[src/rtl/adf4158_readback_if.sv]
// -----------------------------------------------------------------------------
// adf4158_readback_if
// Signal bundle between the ADF4158 readback engine and its surroundings
// (sequencer on one side, device pins on the other).
//
// Signals:
//   start    : request a readback (sampled only while the engine is idle)
//   busy     : engine is running a readback
//   txdata   : device TXDATA pin, pulsed high to raise the readback interrupt
//   sclk     : readback serial clock towards the device CLK pin
//   sclk_oe  : high while sclk should be muxed onto the device CLK pin
//   muxout   : device MUXOUT pin, asynchronous to clk
//   int_val  : captured 12-bit INT word
//   frac_val : captured 25-bit FRAC word
//   valid    : one-cycle strobe, int_val/frac_val updated in the same cycle
//
// Modports:
//   master : the readback engine (it masters the serial readback link)
//   slave  : the environment (sequencer + device pins)
// -----------------------------------------------------------------------------
interface adf4158_readback_if;
    logic        start;
    logic        busy;
    logic        txdata;
    logic        sclk;
    logic        sclk_oe;
    logic        muxout;
    logic [11:0] int_val;
    logic [24:0] frac_val;
    logic        valid;

    modport master (
        input  start,
        input  muxout,
        output busy,
        output txdata,
        output sclk,
        output sclk_oe,
        output int_val,
        output frac_val,
        output valid
    );

    modport slave (
        output start,
        output muxout,
        input  busy,
        input  txdata,
        input  sclk,
        input  sclk_oe,
        input  int_val,
        input  frac_val,
        input  valid
    );
endinterface

[src/rtl/adf4158_readback.sv]
// -----------------------------------------------------------------------------
// adf4158_readback
// Reads the INT/FRAC words back from an ADF4158 over its MUXOUT pin.
// On start: pulse TXDATA high (raises the device interrupt), wait a settle
// time, then generate 37 sclk periods and shift MUXOUT in MSB first
// (INT[11..0] then FRAC[24..0]). The captured words are presented with a
// one-cycle valid strobe and held until the next capture.
//
// Parameters:
//   CLK_DIV  : clk cycles per sclk half-period (3..255 with the synchronizer,
//              1..255 without)
//   TX_PULSE : clk cycles txdata is held high (1..255)
//   SETTLE   : clk cycles from txdata fall to the first sclk rise (1..255)
//
// Ports:
//   clk   : block clock, all logic on posedge
//   rst_n : synchronous active-low reset
//   bus   : adf4158_readback_if.master (start/busy/txdata/sclk/sclk_oe/
//           muxout/int_val/frac_val/valid)
//
// Configuration macro:
//   ADF4158_READBACK_SYNC_EN : when defined, muxout passes through a 2-flop
//   synchronizer before sampling; the effective pin sample point then lies
//   CLK_DIV-2 cycles after the sclk rise. When undefined, muxout is sampled
//   directly and must be synchronous to clk.
// -----------------------------------------------------------------------------
module adf4158_readback #(
    parameter int CLK_DIV  = 4,
    parameter int TX_PULSE = 4,
    parameter int SETTLE   = 8
) (
    input  logic                      clk,
    input  logic                      rst_n,
    adf4158_readback_if.master        bus
);

    typedef enum logic [2:0] {
        ST_IDLE  = 3'd0,
        ST_INTR  = 3'd1,
        ST_WAIT  = 3'd2,
        ST_SHIFT = 3'd3,
        ST_DONE  = 3'd4
    } state_t;

    localparam logic [7:0] DIV_LAST   = 8'(CLK_DIV - 1);
    localparam logic [7:0] TX_LAST    = 8'(TX_PULSE - 1);
    localparam logic [7:0] SETTLE_LAST = 8'(SETTLE - 1);
    localparam logic [5:0] LAST_BIT   = 6'd36;

    state_t      state_q, state_d;
    logic [7:0]  cnt_q, cnt_d;          // shared INTR / WAIT / sclk-phase timer
    logic [5:0]  bit_cnt_q, bit_cnt_d;  // index of the bit being clocked, 0..36
    logic [36:0] shreg_q, shreg_d;
    logic        sclk_q, sclk_d;
    logic        busy_q, busy_d;
    logic        txdata_q, txdata_d;
    logic        sclk_oe_q, sclk_oe_d;
    logic        valid_q, valid_d;
    logic [11:0] int_q, int_d;
    logic [24:0] frac_q, frac_d;
    logic        sample_s;

`ifdef ADF4158_READBACK_SYNC_EN
    logic sync1_q, sync2_q;

    // Two-flop synchronizer for the asynchronous MUXOUT pin
    always_ff @(posedge clk) begin
        if (!rst_n) begin
            sync1_q <= 1'b0;
            sync2_q <= 1'b0;
        end else begin
            sync1_q <= bus.muxout;
            sync2_q <= sync1_q;
        end
    end

    assign sample_s = sync2_q;
`else
    assign sample_s = bus.muxout;
`endif

    // Next-state, counters, shift register and registered-output decode
    always_comb begin
        state_d   = state_q;
        cnt_d     = cnt_q;
        bit_cnt_d = bit_cnt_q;
        shreg_d   = shreg_q;
        sclk_d    = sclk_q;
        int_d     = int_q;
        frac_d    = frac_q;

        case (state_q)
            ST_IDLE: begin
                if (bus.start) begin
                    state_d = ST_INTR;
                    cnt_d   = 8'd0;
                    shreg_d = 37'd0;
                end else begin
                    state_d = ST_IDLE;
                end
            end
            ST_INTR: begin
                if (cnt_q == TX_LAST) begin
                    state_d = ST_WAIT;
                    cnt_d   = 8'd0;
                end else begin
                    cnt_d = cnt_q + 8'd1;
                end
            end
            ST_WAIT: begin
                if (cnt_q == SETTLE_LAST) begin
                    // sclk rises together with entry to SHIFT
                    state_d   = ST_SHIFT;
                    cnt_d     = 8'd0;
                    bit_cnt_d = 6'd0;
                    sclk_d    = 1'b1;
                end else begin
                    cnt_d = cnt_q + 8'd1;
                end
            end
            ST_SHIFT: begin
                if (cnt_q == DIV_LAST) begin
                    cnt_d = 8'd0;
                    if (sclk_q) begin
                        // sclk falls: capture the bit the device put out after the rise
                        sclk_d  = 1'b0;
                        shreg_d = {shreg_q[35:0], sample_s};
                    end else if (bit_cnt_q == LAST_BIT) begin
                        // Last bit already sampled; leave after its full low phase
                        // so sclk is 0 when sclk_oe drops.
                        state_d = ST_DONE;
                        int_d   = shreg_q[36:25];
                        frac_d  = shreg_q[24:0];
                    end else begin
                        sclk_d    = 1'b1;
                        bit_cnt_d = bit_cnt_q + 6'd1;
                    end
                end else begin
                    cnt_d = cnt_q + 8'd1;
                end
            end
            ST_DONE: begin
                state_d = ST_IDLE;
            end
            default: begin
                state_d = ST_IDLE;
                sclk_d  = 1'b0;
            end
        endcase

        // Outputs are decoded from the next state so the registers track the state
        busy_d    = (state_d != ST_IDLE);
        txdata_d  = (state_d == ST_INTR);
        sclk_oe_d = (state_d == ST_SHIFT);
        valid_d   = (state_d == ST_DONE);
    end

    // State and output registers with synchronous reset
    always_ff @(posedge clk) begin
        if (!rst_n) begin
            state_q   <= ST_IDLE;
            cnt_q     <= 8'd0;
            bit_cnt_q <= 6'd0;
            shreg_q   <= 37'd0;
            sclk_q    <= 1'b0;
            busy_q    <= 1'b0;
            txdata_q  <= 1'b0;
            sclk_oe_q <= 1'b0;
            valid_q   <= 1'b0;
            int_q     <= 12'd0;
            frac_q    <= 25'd0;
        end else begin
            state_q   <= state_d;
            cnt_q     <= cnt_d;
            bit_cnt_q <= bit_cnt_d;
            shreg_q   <= shreg_d;
            sclk_q    <= sclk_d;
            busy_q    <= busy_d;
            txdata_q  <= txdata_d;
            sclk_oe_q <= sclk_oe_d;
            valid_q   <= valid_d;
            int_q     <= int_d;
            frac_q    <= frac_d;
        end
    end

    assign bus.busy     = busy_q;
    assign bus.txdata   = txdata_q;
    assign bus.sclk     = sclk_q;
    assign bus.sclk_oe  = sclk_oe_q;
    assign bus.valid    = valid_q;
    assign bus.int_val  = int_q;
    assign bus.frac_val = frac_q;

endmodule

[src/flat_wrapper.sv]
// flat-port wrapper written by rule: the top's interface ports become plain ports
module adf4158_readback_flat 
#(
    parameter int CLK_DIV  = 4,
    parameter int TX_PULSE = 4,
    parameter int SETTLE   = 8
)
  (clk, rst_n, bus_start, bus_muxout, bus_busy, bus_txdata, bus_sclk, bus_sclk_oe, bus_int_val, bus_frac_val, bus_valid);
  adf4158_readback_if bus_i ();
  input  logic clk;
  input  logic rst_n;
  input wire logic [$bits(bus_i.start)-1:0] bus_start;
  input wire logic [$bits(bus_i.muxout)-1:0] bus_muxout;
  output wire logic [$bits(bus_i.busy)-1:0] bus_busy;
  output wire logic [$bits(bus_i.txdata)-1:0] bus_txdata;
  output wire logic [$bits(bus_i.sclk)-1:0] bus_sclk;
  output wire logic [$bits(bus_i.sclk_oe)-1:0] bus_sclk_oe;
  output wire logic [$bits(bus_i.int_val)-1:0] bus_int_val;
  output wire logic [$bits(bus_i.frac_val)-1:0] bus_frac_val;
  output wire logic [$bits(bus_i.valid)-1:0] bus_valid;
  assign bus_i.start = bus_start;
  assign bus_i.muxout = bus_muxout;
  assign bus_busy = bus_i.busy;
  assign bus_txdata = bus_i.txdata;
  assign bus_sclk = bus_i.sclk;
  assign bus_sclk_oe = bus_i.sclk_oe;
  assign bus_int_val = bus_i.int_val;
  assign bus_frac_val = bus_i.frac_val;
  assign bus_valid = bus_i.valid;
  adf4158_readback #(.CLK_DIV(CLK_DIV), .TX_PULSE(TX_PULSE), .SETTLE(SETTLE)) u_core (.clk(clk), .rst_n(rst_n), .bus(bus_i));
endmodule
[config.mk]
export PLATFORM = sky130hd
export DESIGN_NAME = adf4158_readback_flat
export DESIGN_NICKNAME = d
export VERILOG_FILES = /design/src/rtl/adf4158_readback_if.sv /design/src/rtl/adf4158_readback.sv /design/src/flat_wrapper.sv
export SDC_FILE = /design/constraint.sdc
export NUM_CORES = 1
export LEC_CHECK = 0
export CAP_MARGIN = 10
export CORE_MARGIN = 2
export CORE_UTILIZATION = 30
export DETAILED_ROUTE_END_ITERATION = 10
export GPL_ROUTABILITY_DRIVEN = 0
export PLACE_DENSITY = 0.54
export SLEW_MARGIN = 20
export SYNTH_ARGS = -nofsm -noshare
export SYNTH_HDL_FRONTEND = slang
export SYNTH_SLANG_ARGS = --single-unit
export TNS_END_PERCENT = 10
[constraint.sdc]
create_clock -name clk -period 1.74 [get_ports clk]
set_input_delay 0.348 -clock clk [delete_from_list [all_inputs] [get_ports clk]]
set_output_delay 0.348 -clock clk [all_outputs]
set_load 0.01 [all_outputs]
==> results.md, run 1 <==
Final layout:
- Measured on the finished design, the core utilization comes to 0.389.
- The final-stage net count is 500.
- The multi-input combinational cells in the finished layout cover a total of between 0.0015 and 0.002 mm^2.
- In the final layout, the share of cells above drive strength 1 is 0.133.
- The area added between synthesis and finish is 27.0%.
- 0 antenna diodes ended up in the layout.
- In the final layout, flip-flops and latches occupy between 0.0015 and 0.002 mm^2.
- The number of fill cells is ~1.4k.

Logic synthesis:
- The number of warnings reported in the yosys synthesis log is 0.
- The count of distinct cell types in the synthesized netlist is 44.
- The cell area after synthesis is between 0.004 and 0.005 mm^2.
- Of the post-synthesis cell area, the dominant cell type holds 0.473.
- In the post-synthesis netlist, the biggest area contributors are sky130_fd_sc_hd__dfxtp_1 47%, sky130_fd_sc_hd__mux2i_1 19%, sky130_fd_sc_hd__nand2_1 8.4%, sky130_fd_sc_hd__nand3_1 6.2%, sky130_fd_sc_hd__clkbuf_1 2.1%.
- The synthesized area per cell is around 9.3 um^2.
- The register bit total from synthesis is 96.
- The number of enable-type register cells in the synthesized netlist is 0.
- The primary flip-flop cell chosen by synthesis mapping is sky130_fd_sc_hd__dfxtp_1.
- The post-synthesis net count is around 450.
- In the synthesized netlist the async set-or-reset flop fraction comes to 0.
- The share of synthesized area occupied by flip-flops and latches is 0.473.
- The number of instances in the synthesized netlist is 439.
- The cell type with the largest total area after synthesis is sky130_fd_sc_hd__dfxtp_1.

Drt:
- In the final routed layout, each cell accounts on average for about 13 um.
- Across all layers, the routed design uses 3235 vias.
- The detailed router finished its first iteration with 161 violations.
- The final layout contains routed wiring with a total length of between 8000 and 9000 um.
- The vias per cell is between 4 and 5.
- For this run, design rule violations remaining after detail routing come to 0.
- The remaining antenna violation count after routing is 0.
- The number of detailed-routing iterations run before antenna repair is 4.

Global route:
- The overall routing resource usage is 0.126.
- Summed over all layers, the global routing overflow is 0.
- The initial antenna violation count is 0.
- The number of global-route vias before repair is 3169.
- The maximum number of pins on one net before global-route repair is 38.
- The global-route wire length before repair is 14700 um.

Hold path:
- The worst hold path was traced through 3 stages.
- The tightest min-delay check is of the in2reg type.
- The worst hold path terminates at u_core.bus.sclk_oe$_SDFF_PN0_.
- The critical hold path startpoint is rst_n.

Worst setup path:
- The worst setup path is captured at a register.
- On the critical path, the stage with the largest delay is an instance of sky130_fd_sc_hd__nor4_4.
- The endpoint identified for the worst register-to-register timing path is u_core.shreg_q[34]$_SDFFE_PN0P_.
- The startpoint kind of the worst setup timing path is a register.
- Measured in cells, the most critical reg-to-reg path has a length of 5.
- The register-to-register path setup slack is -0.02 ns.
- The path type of the worst setup path is reg2reg.
- For this run, the slowest stage of the critical path takes approximately 0.4 ns.
- The kind of cell with the highest combined delay on the critical path is simple AND/OR/NAND/NOR gates.
- The signal on the critical path passes through nor4_4 -> nand3b_1 -> a221o_2 -> buf_12 -> mux2i_1.
- Together, buffers and inverters on the worst path number 1.
- The required time of the worst setup path is slightly below 2 ns.
- Data arrives at the worst endpoint at 1.98 ns.
- The highest fanout seen on the critical path is 37.
- The source of the worst register-to-register timing path is u_core.cnt_q[7]$_SDFFE_PN0P_.

Timing:
- Dividing the final minimum period by the clock period gives 1.01.
- The relative slew slack is 0.657.
- The slew at the pin closest to its max-slew limit is about 0.51 ns.
- The clock arrives with 0.00903 ns of skew.
- The worst slack on hold paths is 0.383 ns.
- Setup repair after global routing could not meet its margin everywhere.
- The final hold violation count is 0.
- Setup violations remaining at the end of the flow were counted as 21.
- Across all setup checks in the final design, the least slack found is -0.0186 ns.
- The smallest clock period supported by the final layout is computed as 1.76 ns.
- The final number of max-transition violations came to 0.
- The achievable frequency is 0.569 GHz.

Clock network:
- At the later pin of the worst-skew pair, clock insertion delay measures 0.34 ns.
- The maximum buffer depth of the clock tree is 2.
- Clock-pin slew was measured on the worst setup and hold paths at approximately 0.070 ns.
- The number of sinks driven by the clock tree is 96.
- The H-tree was split into 3 levels.
- The clock tree from TritonCTS is yes.
- The buffer cell driving the clock tree root is sky130_fd_sc_hd__clkbuf_16.
- Counting the buffers created by CTS gives 9.

Floorplan:
- In this run the count of I/O pins placed on the die edge is 46.
- The die is roughly 120 um tall.
- The area of the die is approximately 0.014 mm^2.
- The floorplan step set the die width to approximately 120 um.
- The effective utilization at floorplan is 0.307.
- The number of placement rows is 42.
- The core box area is 0.0132 mm^2.

Pwr:
- The internal portion of total power is 0.00330 W.
- For this design the static power due to leakage is 2.14 nW.
- The peak supply drop is 0.000598 V.
- Of the total power, the share spent switching nets is 0.234.
- The post-route total power is about 0.0043 W.
- Of the total power, registers draw 0.512.
- In this run the power spent charging and discharging nets is approximately 0.0010 W.
- Of the total power, combinational logic draws 0.042.
- The share of total power dissipated in the clock network is 0.446.
- The ratio of total power to cell area is 837 mW/mm^2.

Flow run:
- Max-cap violations in this run came to 0.

Placement:
- The setup slack at placement is -0.0622 ns.
- The number of buffers inserted by port buffering is 45.
- The wire-length estimate of the detail-placed layout is between 5000 and 6000 um.

Run status:
- The run finished, with violations left.
- The checks that failed: negative setup slack.
-- cells in the mapped netlist (2+ instances only) --
master	instances
sky130_fd_sc_hd__dfxtp_1	96
sky130_fd_sc_hd__nand2_1	91
sky130_fd_sc_hd__mux2i_1	77
sky130_fd_sc_hd__nand3_1	50
sky130_fd_sc_hd__clkbuf_1	23
sky130_fd_sc_hd__nor2_1	13
sky130_fd_sc_hd__a21oi_1	7
sky130_fd_sc_hd__inv_1	7
sky130_fd_sc_hd__a31oi_1	6
sky130_fd_sc_hd__buf_6	6
sky130_fd_sc_hd__nand4_1	6
sky130_fd_sc_hd__nor3_1	6
sky130_fd_sc_hd__nor2b_1	5
sky130_fd_sc_hd__nand3b_1	4
sky130_fd_sc_hd__buf_2	3
sky130_fd_sc_hd__ha_1	3
sky130_fd_sc_hd__nand4b_1	3
sky130_fd_sc_hd__a211oi_1	2
sky130_fd_sc_hd__a31o_2	2
sky130_fd_sc_hd__and4b_1	2
sky130_fd_sc_hd__nand2b_1	2
sky130_fd_sc_hd__o21ai_0	2
sky130_fd_sc_hd__or3_1	2
-- state kept, by name, indices dropped and copies added (netlist names) --
signal,cells
u_core.bit_cnt_q,6
u_core.bus.busy,1
u_core.bus.frac_val,25
u_core.bus.int_val,12
u_core.bus.sclk,1
u_core.bus.sclk_oe,1
u_core.bus.txdata,1
u_core.bus.valid,1
u_core.cnt_q,8
u_core.shreg_q,37
u_core.state_q,3
-- tightest hold or removal path, delay by kind of cell --
kind                   cells  cell delay [ns]
buffers and inverters      1             0.19
and+or+nand+nor            2             0.13
-- power by group through the flow --
stage / registers, W / logic, W / clock network [W]
after detailed placement: 0.00226 / 0.000182 / 0
after global placement: 0.00226 / 0.000180 / 0
after global routing: 0.00221 / 0.000199 / 0.00207
after CTS: 0.00221 / 0.000183 / 0.00199
after floorplan: 0.00226 / 0.000130 / 0
final: 0.00221 / 0.000183 / 0.00192
-- worst max-delay path by stage --
| stage | from | to | cells after the start |
|---|---|---|---|
| final | u_core.cnt_q[7]$_SDFFE_PN0P_ | u_core.shreg_q[34]$_SDFFE_PN0P_ | 5 |
| after global routing | u_core.cnt_q[7]$_SDFFE_PN0P_ | u_core.shreg_q[5]$_SDFFE_PN0P_ | 5 |
| after global placement | bus_start | u_core.shreg_q[29]$_SDFFE_PN0P_ | 5 |
| after detailed placement | bus_start | u_core.shreg_q[36]$_SDFFE_PN0P_ | 5 |
| after floorplan | u_core.cnt_q[7]$_SDFFE_PN0P_ | u_core.bus.frac_val[10]$_SDFFE_PN0P_ | 7 |
| after CTS | u_core.cnt_q[5]$_SDFFE_PN0P_ | u_core.shreg_q[34]$_SDFFE_PN0P_ | 5 |
-- metrics by stage --
step	cells	TNS [ns]	cell area [um^2]
2_1_floorplan	439	-0.0262	4080
3_3_place_gp	656	-2.03	4840
3_5_place_dp	656	-1.89	4840
4_1_cts	674	-0.00229	5140
5_1_grt	674	-4.19	5160
6_report	674	-0.177	5160
-- final cells by class --
type | count | area share
clock inverters | 6 | 0.00971
flip-flops and latches | 96 | 0.374
repair buffers | 76 | 0.142
inverters | 8 | 0.00582
well taps | 176 | 0.0427
multi-input cells | 302 | 0.380
clock buffers | 10 | 0.0463
-- timing repair --
action                                 CTS  global route
resized for setup                        1             4
pin swaps                                1             3
hold buffers                             0             0
setup endpoints to repair               23            80
endpoints found under the hold margin    0             0
buffers inserted                         2             0
-- logic make-up after synthesis --
| group | count (synthesis) | synth area share |
|---|---|---|
| AND/OR/NAND/NOR | 194 | 0.230 |
| flip-flops | 96 | 0.473 |
| multiplexers | 77 | 0.190 |
| buffers and inverters | 41 | 0.0499 |
| AO/OA/AOI/OAI | 27 | 0.0453 |
| adder cells (fa/ha/maj) | 3 | 0.00924 |
| XOR/XNOR | 1 | 0.00216 |
-- placed cells by master, fill, tap and decap left out, types with 2 or more instances in the layout --
cell                              netlist  routed
sky130_fd_sc_hd__ha_1                   3       2
sky130_fd_sc_hd__dfxtp_1               96      91
sky130_fd_sc_hd__nor2b_1                5       5
sky130_fd_sc_hd__dfxtp_2                0       5
sky130_fd_sc_hd__or3_1                  2       2
sky130_fd_sc_hd__nand4_1                6       6
sky130_fd_sc_hd__inv_6                  0       3
sky130_fd_sc_hd__a31oi_1                6       6
sky130_fd_sc_hd__o21ai_0                2       2
sky130_fd_sc_hd__nand3b_1               4       4
sky130_fd_sc_hd__buf_4                  0      28
sky130_fd_sc_hd__nand3_1               50      50
sky130_fd_sc_hd__a31o_2                 2       2
sky130_fd_sc_hd__nand4b_1               3       3
sky130_fd_sc_hd__nand2_1               91      91
sky130_fd_sc_hd__a21oi_1                7       6
sky130_fd_sc_hd__clkinvlp_4             0       2
sky130_fd_sc_hd__clkdlybuf4s50_1        0      44
sky130_fd_sc_hd__nor3_1                 6       6
sky130_fd_sc_hd__nor2_1                13      13
sky130_fd_sc_hd__mux2i_1               77      77
sky130_fd_sc_hd__clkbuf_16              0       9
sky130_fd_sc_hd__inv_1                  7       7
sky130_fd_sc_hd__buf_12                 0       4
-- routing by layer --
metal	up-vias	wire length, um	GRT usage
met5	-	0	0
met4	0	180	0.0552
met3	13	272	0.0297
met2	49	4060	0.205
met1	1535	4100	0.159
li1	1638	-	-
No activity file was read; power rests on OpenSTA's default activity.
==> run 2: changes to the inputs <==
--- a/config.mk
+++ b/config.mk
@@ -6,12 +6,13 @@
 export NUM_CORES = 1
 export LEC_CHECK = 0
 export CAP_MARGIN = 10
+export CORE_ASPECT_RATIO = 0.7
 export CORE_MARGIN = 2
 export CORE_UTILIZATION = 30
 export DETAILED_ROUTE_END_ITERATION = 10
 export GPL_ROUTABILITY_DRIVEN = 0
 export PLACE_DENSITY = 0.54
-export SLEW_MARGIN = 20
+export SLEW_MARGIN = 5
 export SYNTH_ARGS = -nofsm -noshare
 export SYNTH_HDL_FRONTEND = slang
 export SYNTH_SLANG_ARGS = --single-unit
==> results.md, run 2 (synthesis gave the netlist of run 1 again) <==
Drt:
- The average wire per standard cell came to 12.9 um (+0.81%).
- The overall via count from detail_route came to 3186 (-1.5%).
- The number of violations reported at the end of detailed-routing iteration 0 is 186 (+16%).
- The DRC violations left was 0 (unchanged).
- The number of detailed-routing iterations run before antenna repair is 5 (+1).
- The remaining antenna violation count after routing is 0 (unchanged).
- The vias per cell is 4.73 (-1.5%).
- The detailed-route wire length is 8680 um (+0.81%).

Global route:
- The overall routing resource usage is 0.123 (-0.00309).
- The number of global-route vias before repair is 3014 (-4.9%).
- The maximum number of pins on one net before global-route repair was 48 (+26%).
- The global-route wire length before repair was 14400 um (-2.7%).
- The initial antenna violation count came to 0 (unchanged).
- The remaining global-route overflow is 0 (unchanged).

Floorplan:
- The height of the die is 101 um (-16%).
- The horizontal die dimension is 143 um (+19%).
- The effective utilization at floorplan is 0.308 (+0.00143).
- The number of placement rows is 35 (-17%).
- The core box area came to 0.0132 mm^2 (-0.46%).
- The top-level I/O count is 46 (unchanged).
- The area of the die is 0.0145 mm^2 (+0.11%).

Worst setup path:
- The critical path data arrival time was 1.94 ns (-0.04 ns).
- The path type of the worst setup path is reg2reg.
- The source of the worst register-to-register timing path is u_core.cnt_q[7]$_SDFFE_PN0P_.
- The endpoint of the worst setup timing path is u_core.shreg_q[30]$_SDFFE_PN0P_.
- The endpoint of the lowest-slack register-to-register path is u_core.shreg_q[30]$_SDFFE_PN0P_.
- The register-to-register path setup slack is 0.03 ns (+0.05 ns).
- The endpoint type of the worst setup path is a register.
- The startpoint kind of the worst setup timing path is a register.
- The required time of the worst setup path is 1.96 ns (about the same).
- The highest fanout seen on the critical path is 18 (-51%).
- The worst setup path startpoint is u_core.cnt_q[7]$_SDFFE_PN0P_.
- The number of cells traversed by the worst register-to-register path was 5 (unchanged).

Clock network:
- The CTS buffer count is 9 (unchanged).
- The maximum buffer depth of the clock tree is 2 (unchanged).
- The number of sinks driven by the clock tree is 96 (unchanged).
- The insertion delay to the later sink of the worst-skew pair is 0.34 ns (about the same).
- The buffer cell driving the clock tree root is sky130_fd_sc_hd__clkbuf_16.
- The total number of H-tree levels is 3 (unchanged).
- The clock tree from TritonCTS is yes.
- The CTS clock-pin slew for the worst setup and hold paths is 0.07 ns (about the same).
- The number of buffers added for setup after CTS is 0 (-2).

Pwr:
- The switching share of power is 0.221 (-0.0131).
- The cell leakage power is 2.10 nW (-1.7%).
- The part of the total power dissipated in the clock network is 0.451 (+0.005).
- The net switching power of the design came to 0.000967 W (-4.4%).
- The combinational fraction of design power was 0.043 (about the same).
- The part of the total power dissipated in sequential elements is 0.506 (-0.006).
- The post-route total power was 0.00437 W (+1.3%).
- The ratio of total power to cell area is 852 mW/mm^2 (+1.9%).
- The peak supply drop is 0.000451 V (-25%).
- The internal portion of total power is 0.00340 W (+3.0%).

Placement:
- The number of buffers inserted by port buffering was 45 (unchanged).
- The sum of net half-perimeters after detailed placement came to 5750 um (-2.6%).
- The instance area at placement was 0.00477 mm^2 (-1.3%).
- The setup slack at placement was -0.0527 ns (+0.00950 ns).

Final layout:
- The register with the most flip-flops in the final layout is u_core.shreg_q.
- The number of flip-flops under the largest register name is 37 (unchanged).
- The antenna diode count is 0 (unchanged).
- The fraction of layout instances using a drive strength above 1 came to 0.110 (-0.0221).
- The final-stage net count was 491 (-1.8%).
- Compared with the post-synthesis result, the final layout area differs by 26.2%.
- The sequential standard cell area is 0.00193 mm^2 (unchanged).
- The area of all placed cells without fillers is 0.00512 mm^2 (-0.63%).
- The number of fill cells is 1301 (-6.4%).
- The combined area of the multi-input logic cells was 0.00197 mm^2 (+0.38%).
- The top cell types in the final layout, fill and taps aside, are 91 x sky130_fd_sc_hd__nand2_1, 91 x sky130_fd_sc_hd__dfxtp_1, 77 x sky130_fd_sc_hd__mux2i_1.

Timing:
- The worst-case clock skew is 0.00858 ns (-0.000449 ns).
- The worst setup slack after layout was 0.0276 ns (+0.0462 ns).
- The worst slack on hold paths is 0.368 ns (-0.0148 ns).
- The achievable frequency came to 0.584 GHz (+2.7%).
- Setup repair after global routing could not meet its margin everywhere.
- The final count of negative-setup-slack endpoints is 0 (-100%).
- The final hold violation count came to 0 (unchanged).
- The final cycle utilization of the critical path was 0.984 (-0.0265).
- The clock period minus final worst setup slack was 1.71 ns (-0.0462 ns).
- The final number of max-transition violations is 0 (unchanged).
- The slew at the pin closest to its max-slew limit is 0.507 ns (-0.00572 ns).
- The relative slew slack was 0.660 (+0.00383).

Run status:
- The run finished with clean final reports.

Flow run:
- The number of max-cap violations came to 0 (unchanged).

Hold path:
- The worst hold path belongs to the class in2reg.
==> run 2: changes by cell type in the layout (fill, tap and decap cells not counted), sizes merged <==
cell and delta:
bufinv +1, clkinv +1, clkbuf +1, inv -2, buf -10
==> run 2: area by class of cell <==
class,instances,area share
clock inverters,6,0.0132
inverters,8,0.00586
well taps,185,0.0452
flip-flops and latches,96,0.376
clock buffers,10,0.0447
multi-input cells,302,0.384
repair buffers,67,0.131
==> run 2: worst min-delay path by stage <==
stage                                              start                              endpoint  slack (ns)  depth (start not counted)
finish                                             rst_n          u_core.bus.sclk$_SDFFE_PN0P_        0.37                          2
global route                                       rst_n          u_core.bus.sclk$_SDFFE_PN0P_        0.37                          2
CTS                                                rst_n          u_core.bus.sclk$_SDFFE_PN0P_        0.36                          2
detailed placement  u_core.bus.frac_val[18]$_SDFFE_PN0P_  u_core.bus.frac_val[18]$_SDFFE_PN0P_        0.45                          2
global placement    u_core.bus.frac_val[18]$_SDFFE_PN0P_  u_core.bus.frac_val[18]$_SDFFE_PN0P_        0.45                          2
floorplan                u_core.shreg_q[36]$_SDFFE_PN0P_   u_core.bus.int_val[11]$_SDFFE_PN0P_        0.44                          2
==> run 2: through the flow <==
stage	utilization	setup TNS, ns	instances
6_report	0.389	0	674
5_1_grt	0.389	-0.591	674
3_5_place_dp	0.362	-1.63	657
2_1_floorplan	-	-0.0262	439
3_3_place_gp	0.362	-1.86	657
4_1_cts	0.385	0	673
==> run 2: per-layer routing <==
metal	vias to the layer above	GRT usage	share of wire
met5	-	0	0
met4	0	0.0427	0.010
met3	6	0.0345	0.032
met2	58	0.183	0.45
met1	1509	0.171	0.51
li1	1613	-	-
==> run 2: critical path: stages (launching register included) <==
cell and delay (ns):
sky130_fd_sc_hd__dfxtp_2 0.35, sky130_fd_sc_hd__nor4_4 0.36, sky130_fd_sc_hd__nand3b_1 0.11, sky130_fd_sc_hd__a221o_2 0.42, sky130_fd_sc_hd__clkbuf_16 0.22, sky130_fd_sc_hd__mux2i_1 0.13
==> run 2: power by group through the flow <==
stage / registers (W) / clock network, W / logic [W]
finish: 0.00221 / 0.00197 / 0.000189
global route: 0.00221 / 0.00212 / 0.000205
CTS: 0.00221 / 0.00203 / 0.000179
detailed placement: 0.00226 / 0 / 0.000179
global placement: 0.00226 / 0 / 0.000177
floorplan: 0.00226 / 0 / 0.000130
==> run 2: timing repair <==
action / in CTS / in global routing
endpoints found under the hold margin: 0 / 0
hold buffers: 0 / 0
gates resized for setup: 3 / 3
cloned: 0 / 1
endpoints found under the setup margin: 41 / 66
==> run 3: changes to the inputs <==
--- a/config.mk
+++ b/config.mk
@@ -11,7 +11,7 @@
 export CORE_UTILIZATION = 30
 export DETAILED_ROUTE_END_ITERATION = 10
 export GPL_ROUTABILITY_DRIVEN = 0
-export PLACE_DENSITY = 0.54
+export PLACE_DENSITY = 0.52
 export SLEW_MARGIN = 5
 export SYNTH_ARGS = -nofsm -noshare
 export SYNTH_HDL_FRONTEND = slang
==> constraint.sdc (replaced) <==
create_clock -name clk -period 2.05 [get_ports clk]
set_input_delay 0.41 -clock clk [delete_from_list [all_inputs] [get_ports clk]]
set_output_delay 0.41 -clock clk [all_outputs]
set_load 0.01 [all_outputs]
==> results.md, run 3 (synthesis gave the netlist of run 1 again) <==
Drt:
- The routed length on met3 was 364 um (+30%).
- The detailed router used layers up to and including met4.
- The detailed-route wire length is 8820 um (+1.7%).
- The number of violations reported at the end of detailed-routing iteration 0 is 151 (-19%).
- The met1 routed wirelength after detailed routing was 4550 um (+2.8%).
- The average wire per standard cell is 13.2 um (+2.9%).
- The number of detailed-routing iterations run before antenna repair is 4 (-1).
- The overall via count from detail_route is 3146 (-1.3%).
- The remaining antenna violation count after routing is 0 (unchanged).
- The total met2 wirelength after detailed routing was 3780 um (-2.5%).
- The vias per cell came to 4.72 (about the same).
- The DRC violations left is 0 (unchanged).

Global route:
- The maximum number of pins on one net before global-route repair is 46 (-4.2%).
- The overall routing resource usage is 0.126 (+0.00376).
- The remaining global-route overflow is 0 (unchanged).
- The number of global-route vias before repair was 3029 (+0.50%).
- The global-route wire length before repair is 14600 um (+1.8%).
- The initial antenna violation count is 0 (unchanged).

Clock network:
- In this run the clock root is driven by a sky130_fd_sc_hd__clkbuf_16.
- The post-cts gate resize count is 0 (-3).
- The number of buffers added for setup after CTS is 0 (unchanged).
- The CTS buffer count is 9 (unchanged).
- The number of sinks driven by the clock tree came to 96 (unchanged).
- The number of hold buffers added after cts is 0 (unchanged).
- The insertion delay to the later sink of the worst-skew pair is 0.34 ns (about the same).
- The total number of H-tree levels is 3 (unchanged).
- The CTS clock-pin slew for the worst setup and hold paths is 0.07 ns (about the same).
- TritonCTS built the clock tree.
- The maximum buffer depth of the clock tree is 2 (unchanged).

Final layout:
- The fraction of layout instances using a drive strength above 1 was 0.0832 (-0.0273).
- The final cell count without fillers is 666 (-1.2%).
- The number of flip-flops under the largest register name is 37 (unchanged).
- Leaving out fill and tap cells, the most frequent cell in the layout is sky130_fd_sc_hd__dfxtp_1.
- The largest register by flop count is u_core.shreg_q.
- The antenna diode count is 0 (unchanged).
- The final-stage net count is 483 (-1.6%).
- In the layout the commonest cells are 96 x sky130_fd_sc_hd__dfxtp_1, 91 x sky130_fd_sc_hd__nand2_1, 77 x sky130_fd_sc_hd__mux2i_1.
- The area added between synthesis and finish is 24.7%.

Timing:
- The worst-case clock skew is 0.00761 ns (-0.000967 ns).
- The achievable frequency came to 0.542 GHz (-7.2%).
- The total negative slack is 0 ns (unchanged).
- The worst slack on hold paths was 0.460 ns (+0.0917 ns).
- The slew at the pin closest to its max-slew limit was 0.478 ns (-0.0297 ns).
- The final hold violation count came to 0 (unchanged).
- The final cycle utilization of the critical path is 0.901 (-0.0836).
- The relative slew slack is 0.680 (+0.0199).
- The clock period minus final worst setup slack came to 1.85 ns (+0.134 ns).
- The final number of max-transition violations was 0 (unchanged).
- Setup repair after global routing left no endpoint under its margin.
- The final count of negative-setup-slack endpoints came to 0 (unchanged).
- The worst setup slack after layout is 0.204 ns (+0.176 ns).

Worst setup path:
- The worst setup path is launched from a register.
- By startpoint and endpoint, the worst setup path is classified as reg2reg.
- The endpoint type of the worst setup path is a register.
- The critical path data arrival time is 2.07 ns (+0.13 ns).
- The required time of the worst setup path is 2.27 ns (+0.31 ns).
- The highest fanout seen on the critical path is 37 (+19).

Floorplan:
- The top-level I/O count is 46 (unchanged).
- The core box area is 0.0132 mm^2 (unchanged).
- The height of the die is 101 um (unchanged).
- The number of placement rows is 35 (unchanged).
- The area of the die is 0.0145 mm^2 (unchanged).
- The effective utilization at floorplan is 0.308 (unchanged).
- The horizontal die dimension is 143 um (unchanged).

Pwr:
- The ratio of total power to cell area is 790 mW/mm^2 (-7.4%).
- The peak supply drop is 0.000413 V (-8.3%).
- The post-route total power was 0.00400 W (-8.4%).
- The cell leakage power is 2.08 nW (-1.1%).

Hold path:
- The type of the worst min-delay path is reg2reg.

Flow run:
- The number of max-cap violations is 0 (unchanged).

Placement:
- The number of buffers inserted by port buffering is 45 (unchanged).
- The sum of net half-perimeters after detailed placement is 5680 um (-1.3%).
- The setup slack at placement was 0.127 ns (+0.180 ns).
- The number of cells in the design after placement is 650 (-1.1%).

Run status:
- The run finished with clean final reports.
run 3: changes by cell type in the layout (fill, tap and decap cells not counted), sizes merged:
cell      delta
buf          -7
bufinv       +2
clkinvlp     -2
clkbuf       -1
clkinv       -1
inv          +1
run 3: final timing paths:
| check | from | to | slack [ns] | cells past startpoint |
|---|---|---|---|---|
| min | u_core.bus.frac_val[18]$_SDFFE_PN0P_ | u_core.bus.frac_val[18]$_SDFFE_PN0P_ | 0.46 | 2 |
| min reg2reg | u_core.bus.frac_val[18]$_SDFFE_PN0P_ | u_core.bus.frac_val[18]$_SDFFE_PN0P_ | 0.46 | 2 |
| max | u_core.cnt_q[0]$_SDFFE_PN0P_ | u_core.shreg_q[2]$_SDFFE_PN0P_ | 0.20 | 6 |
| max reg2reg | u_core.cnt_q[0]$_SDFFE_PN0P_ | u_core.shreg_q[2]$_SDFFE_PN0P_ | 0.20 | 6 |
run 3: critical path: stages, from the launching register on:
cell	delay, ns
sky130_fd_sc_hd__dfxtp_1	0.36
sky130_fd_sc_hd__ha_1	0.23
sky130_fd_sc_hd__nor2b_1	0.23
sky130_fd_sc_hd__nand3b_1	0.10
sky130_fd_sc_hd__a221o_2	0.43
sky130_fd_sc_hd__buf_12	0.21
sky130_fd_sc_hd__mux2i_1	0.15
run 3: layout make-up:
type                            instances  area (um^2)
Clock buffer                           10          239
Sequential cell                        96         1920
Clock inverter                          6          113
Timing Repair Buffer                   59          591
Multi-Input combinational cell        302         1940
Inverter                                8         30.0
Tap cell                              185          231
Fill cell                            1311         8120
run 3: stage by stage:
| step | util | cell area, um^2 |
|---|---|---|
| after floorplan | - | 4060 |
| after global placement | 0.358 | 4710 |
| after detailed placement | 0.358 | 4710 |
| after CTS | 0.384 | 5070 |
| after global routing | 0.384 | 5070 |
| final | 0.384 | 5070 |
run 3: power breakdown:
part | total (W) | internal, W | leakage [nW] | switching (W)
Sequential | 0.00188 | 0.00187 | 0.774 | 0.00000539
Combinational | 0.000148 | 0.0000548 | 1.13 | 0.0000928
Clock | 0.00198 | 0.00123 | 0.173 | 0.000744
run 3: routing by layer:
layer  vias to the layer above  global-route usage
li1                       1600                   -
met1                      1473               0.176
met2                        61               0.189
met3                        12              0.0378
met4                         0              0.0388
met5                         -                   0
